<file path="src/rtl/regfile_pkg.sv">
// Shared types and constants for the multi-read-port register file.
// DEPTH is always derived from the address width through depth_of().
package regfile_pkg;

    typedef enum logic {
        CLEAR = 1'b0,
        RUN   = 1'b1
    } rf_state_t;

    localparam int DEF_DATA_W = 32;
    localparam int DEF_ADDR_W = 5;
    localparam int DEF_NUM_RD = 2;

    function automatic int depth_of(input int addr_w);
        return 1 << addr_w;
    endfunction

endpackage

</file>
<file path="src/rtl/regfile_clear_seq.sv">
// Post-reset clear sequencer: walks every entry once writing zero, then
// parks in RUN until the next reset. State is exported for observation.
module regfile_clear_seq
    import regfile_pkg::*;
#(
    parameter int ADDR_W = DEF_ADDR_W
) (
    input  logic              clk,
    input  logic              rst_n,
    output logic              clr_we,
    output logic [ADDR_W-1:0] clr_addr,
    output logic              clr_last,
    output logic              busy,
    output rf_state_t         state
);

    localparam int DEPTH = depth_of(ADDR_W);

    rf_state_t         state_nxt;
    logic [ADDR_W-1:0] clr_ptr;
    logic [ADDR_W-1:0] clr_ptr_nxt;

    always_ff @(posedge clk) begin
        if (!rst_n) begin
            state   <= CLEAR;
            clr_ptr <= '0;
        end else begin
            state   <= state_nxt;
            clr_ptr <= clr_ptr_nxt;
        end
    end

    // The exit happens on the last entry, so clr_ptr never needs to wrap.
    always_comb begin
        state_nxt   = state;
        clr_ptr_nxt = clr_ptr;
        clr_we      = 1'b0;
        clr_last    = 1'b0;
        case (state)
            CLEAR: begin
                clr_we = 1'b1;
                if (clr_ptr == ADDR_W'(DEPTH - 1)) begin
                    clr_last    = 1'b1;
                    state_nxt   = RUN;
                    clr_ptr_nxt = '0;
                end else begin
                    clr_ptr_nxt = clr_ptr + 1'b1;
                end
            end
            RUN: begin
                state_nxt = RUN;
            end
            default: begin
                state_nxt = CLEAR;
            end
        endcase
    end

    assign clr_addr = clr_ptr;
    assign busy     = (state == CLEAR);

endmodule

</file>
<file path="src/rtl/regfile_mp.sv">
// Parametrised register file: NUM_RD registered read ports with same-edge
// write bypass, optional hardwired zero entry, and a self-clear after reset.
module regfile_mp
    import regfile_pkg::*;
#(
    parameter int DATA_W   = DEF_DATA_W,
    parameter int ADDR_W   = DEF_ADDR_W,
    parameter int NUM_RD   = DEF_NUM_RD,
    parameter int ZERO_REG = 1
) (
    input  logic                     clk,
    input  logic                     rst_n,
    input  logic                     regWrite,
    input  logic [ADDR_W-1:0]        writeReg,
    input  logic [DATA_W-1:0]        writeData,
    input  logic [NUM_RD*ADDR_W-1:0] readAddr,
    output logic [NUM_RD*DATA_W-1:0] readData,
    output logic                     busy
);

    localparam int DEPTH = depth_of(ADDR_W);

    logic [DATA_W-1:0] mem [DEPTH];

    logic              clr_we;
    logic [ADDR_W-1:0] clr_addr;
    logic              clr_last;
    rf_state_t         state;
    logic              user_we;

    regfile_clear_seq #(
        .ADDR_W (ADDR_W)
    ) u_clear_seq (
        .clk      (clk),
        .rst_n    (rst_n),
        .clr_we   (clr_we),
        .clr_addr (clr_addr),
        .clr_last (clr_last),
        .busy     (busy),
        .state    (state)
    );

    // User writes open on the final clear edge, which is also when busy drops.
    assign user_we = rst_n && regWrite && ((state == RUN) || clr_last) &&
                     !((ZERO_REG != 0) && (writeReg == '0));

    // Per-entry write mux: a user write overrides the clear on a shared edge.
    always_ff @(posedge clk) begin
        for (int e = 0; e < DEPTH; e++) begin
            if (user_we && (writeReg == ADDR_W'(e))) begin
                mem[e] <= writeData;
            end else if (clr_we && (clr_addr == ADDR_W'(e))) begin
                mem[e] <= '0;
            end
        end
    end

    for (genvar i = 0; i < NUM_RD; i++) begin : g_rd
        logic [ADDR_W-1:0] ra;
        logic [DATA_W-1:0] rd_q;

        assign ra = readAddr[i*ADDR_W +: ADDR_W];

        always_ff @(posedge clk) begin
            if (!rst_n || (state == CLEAR)) begin
                rd_q <= '0;
            end else if ((ZERO_REG != 0) && (ra == '0)) begin
                rd_q <= '0;
            end else if (regWrite && (writeReg == ra)) begin
                rd_q <= writeData;
            end else begin
                rd_q <= mem[ra];
            end
        end

        assign readData[i*DATA_W +: DATA_W] = rd_q;
    end

endmodule

</file>
<file path="config.mk">
export PLATFORM = sky130hd
export DESIGN_NAME = regfile_mp
export DESIGN_NICKNAME = d
export VERILOG_FILES = /design/src/rtl/regfile_pkg.sv /design/src/rtl/regfile_clear_seq.sv /design/src/rtl/regfile_mp.sv
export SDC_FILE = /design/constraint.sdc
export NUM_CORES = 2
export LEC_CHECK = 0
export ABC_CLOCK_PERIOD_IN_PS = 6500
export CORE_MARGIN = 2
export CORE_UTILIZATION = 30
export CTS_CLUSTER_DIAMETER = 80
export DETAILED_ROUTE_END_ITERATION = 8
export GPL_TIMING_DRIVEN = 0
export PLACE_DENSITY = 0.48
export SLEW_MARGIN = 30
export SYNTH_ARGS = -nofsm -noshare
export SYNTH_HDL_FRONTEND = slang
export SYNTH_SLANG_ARGS = --single-unit
</file>
<file path="constraint.sdc">
create_clock -name clk -period 6.5 [get_ports clk]
set_input_delay 0.975 -clock clk [delete_from_list [all_inputs] [get_ports clk]]
set_output_delay 0.975 -clock clk [all_outputs]
set_load 0.005 [all_outputs]
</file>
==> flow_summary.json <==
{
  "nets": 4627,
  "power.density_nw_per_um2": 249,
  "cts_buffer_depth": 3,
  "ys_seq_area_share_pct": 54.9,
  "synth.top_cell.area_share_pct": 51.4,
  "portBuffers": 107,
  "rr_worst_depth": 9,
  "critPathMaxFanout": 10,
  "setup_viol": 0,
  "required_ps": 7090,
  "crit_type": "reg2reg",
  "fp.dieArea_um2": 197000,
  "relSlewSlack_pct": 28.4,
  "cts-root-buf": "clkbuf_16",
  "synth_area_um2": 57900,
  "pre_cts_slack_ps": 1950,
  "dp_hpwl_mm": 181,
  "finalWirelength_mm": 230,
  "grt_pass1_wl_mm": 313,
  "htreeDepth": 3,
  "fin_crit_ps": 4190,
  "wl_per_cell_um": 31.9,
  "fin_crit_sh_pct": 64.4,
  "grt_start_max_net_pins": 24,
  "pwr-share-comb_pct": 10.7,
  "firstDrtPassIters": 6,
  "seq_power_share_pct": 46.2,
  "grt_remaining_overflow": 0,
  "layout-drive-gt1-share_pct": 16.0,
  "clk_pin_slew_ps": 60,
  "postSynthNetCount": 4340,
  "max_freq_ghz": 0.239,
  "syn_inst": 4284,
  "cts-resized-gates": 0,
  "grt_usage_pct": 22.8,
  "die_h_um": 443,
  "die_x_um": 443,
  "hold_viol": 0,
  "worstPathArrival_ps": 4770,
  "num_vias": 39100,
  "worst_pin_slew_ps": 1060,
  "rsz0062_at_grt": "no",
  "routabilityCongestion": 0.978,
  "cts_buffers": 120,
  "dpl-instance-area_um2": 63800,
  "power.switching_mw": 4.24,
  "final_antenna_net_count": 0,
  "hp-class": "reg2reg",
  "drc": 0,
  "ioPinCount": 115,
  "ys_top_cells_by_count": "edfxtp_1 (992), nor2b_1 (552), mux2i_1 (470)",
  "yosys-top-cells-area": "edfxtp_1 (51%), mux4_2 (11%), mux2i_1 (8.1%)",
  "status": "completed",
  "max_cap_violations": 0,
  "syn2layout_area_growth_pct": 17.3,
  "finalPower_mw": 16.9,
  "switching_share_pct": 25.1,
  "yosysTopAreaCell": "edfxtp_1",
  "drt_iter0_drc": 4428,
  "final_max_slew_viol_count": 0,
  "synth_most_common_cell": "edfxtp_1",
  "synth_edf_count": 992,
  "crit_path_end_kind": "register",
  "viasPerCell": 5.43,
  "antenna_found_initial": 6,
  "cts.sinks": 1094,
  "total_leakage_power_nw": 23.1,
  "peakVddDrop_mv": 0.207,
  "async_flop_share_pct": 0,
  "initial_core_util_pct": 30.2,
  "synth_warnings": 0,
  "core_um2": 192000,
  "yosys.cell_types.count": 60,
  "ys.flop_type": "edfxtp_1",
  "cts_tree": "yes",
  "clk_latency_ps": 770,
  "hold_path_depth": 2,
  "rows": 161,
  "stdcell_area_um2": 68000,
  "setup_ws_ps": 2310,
  "p_clk_share_pct": 43.0,
  "ys_seq_elements": 1094,
  "fin_setup_tns_ps": 0,
  "postCtsHoldBufs": 0,
  "grt_pass1_vias": 38700,
  "post_cts_buffers": 0,
  "syn_area_per_cell_um2": 13.5,
  "fin_util_pct": 35.4,
  "start_kind": "register",
  "internal_power_mw": 12.7,
  "fin_skew_ps": 26.6
}
-- kinds of logic (layout without fill, tap and decap cells) --
kind of cell             count (synthesis)  after routing  synth area share (%)
other                                    0             10                     0
buffers and inverters                  446            838                  3.71
flip-flops                            1094           1094                  54.9
AO/OA/AOI/OAI                          692            692                  8.60
XOR/XNOR                                10             10                 0.151
AND/OR/NAND/NOR                       1267           1267                  12.8
adder cells (fa/ha/maj)                  6              6                 0.130
multiplexers                           769            769                  19.7
-- metal layers --
layer | track usage (%) | share of wire [%] | vias up
met2 | 37.7 | 48 | 1711
met1 | 30.1 | 41 | 20200
met5 | 0 | 0 | -
met3 | 3.58 | 7.2 | 302
met4 | 8.77 | 3.9 | 0
li1 | - | - | 16900
-- worst max-delay path: stages (launching register included) --
cell      delay [ps]
dfxtp_1          500
clkbuf_1         420
and3_1           270
ha_1             140
buf_2            190
o2111a_1         370
nand2_1          370
o21ai_0          910
clkbuf_1         520
and2_1           300
-- registers in the layout, indices dropped and copies added (netlist names) --
register	flops
u_clear_seq.state	1
mem	1024
u_clear_seq.clr_addr	5
g_rd.rd_q	64
-- cell usage in the layout, fill, tap and decap left out, drive strengths merged, types with 10 or more instances in the layout --
cell / instances
o211ai: 35
buf: 184
mux2i: 470
diode: 10
inv: 20
bufinv: 10
edfxtp: 992
a22oi: 62
nor2: 61
mux4: 297
a21boi: 32
nand2: 158
o21bai: 32
clkdlybuf4s50: 107
o21a: 33
a21oi: 73
a221oi: 157
clkinv: 40
dfxtp: 102
and2: 456
clkbuf: 470
nor2b: 552
o21ai: 154
o22ai: 43
a221o: 61
-- cell type report --
cell class | instances | area, um2
Antenna cell | 10 | 25.0
Buffer | 438 | 2140
Clock buffer | 160 | 3540
Clock inverter | 67 | 622
Fill cell | 18600 | 124000
Inverter | 8 | 30.0
Multi-Input combinational cell | 2744 | 24300
Sequential cell | 1094 | 31800
Tap cell | 2526 | 3160
Timing Repair Buffer | 165 | 2290
-- per-stage QoR --
step                instances  hold WS, ps
global route             7203          496
floorplan                4284          443
finish                   7212          472
CTS                      7202          476
global placement         6917          455
detailed placement       6975          467
-- worst paths after layout --
| check | start | to | slack (ps) |
|---|---|---|---|
| worst max-delay path | u_clear_seq.clr_addr[2] | mem[25][18] | 2310 |
| worst min-delay path | mem[16][20] | mem[16][20] | 470 |
| worst max register to register | u_clear_seq.clr_addr[2] | mem[25][18] | 2310 |
| worst min register to register | mem[16][20] | mem[16][20] | 470 |
-- power groups by stage --
stage | combinational (mW) | sequential (mW) | clock [mW]
finish | 1.82 | 7.83 | 7.28
CTS | 1.79 | 7.82 | 7.37
floorplan | 1.07 | 7.95 | 0
global placement | 1.73 | 7.98 | 0
global route | 1.90 | 7.83 | 7.60
detailed placement | 1.79 | 7.97 | 0
Note: power is estimated with default switching activity, not from simulation.
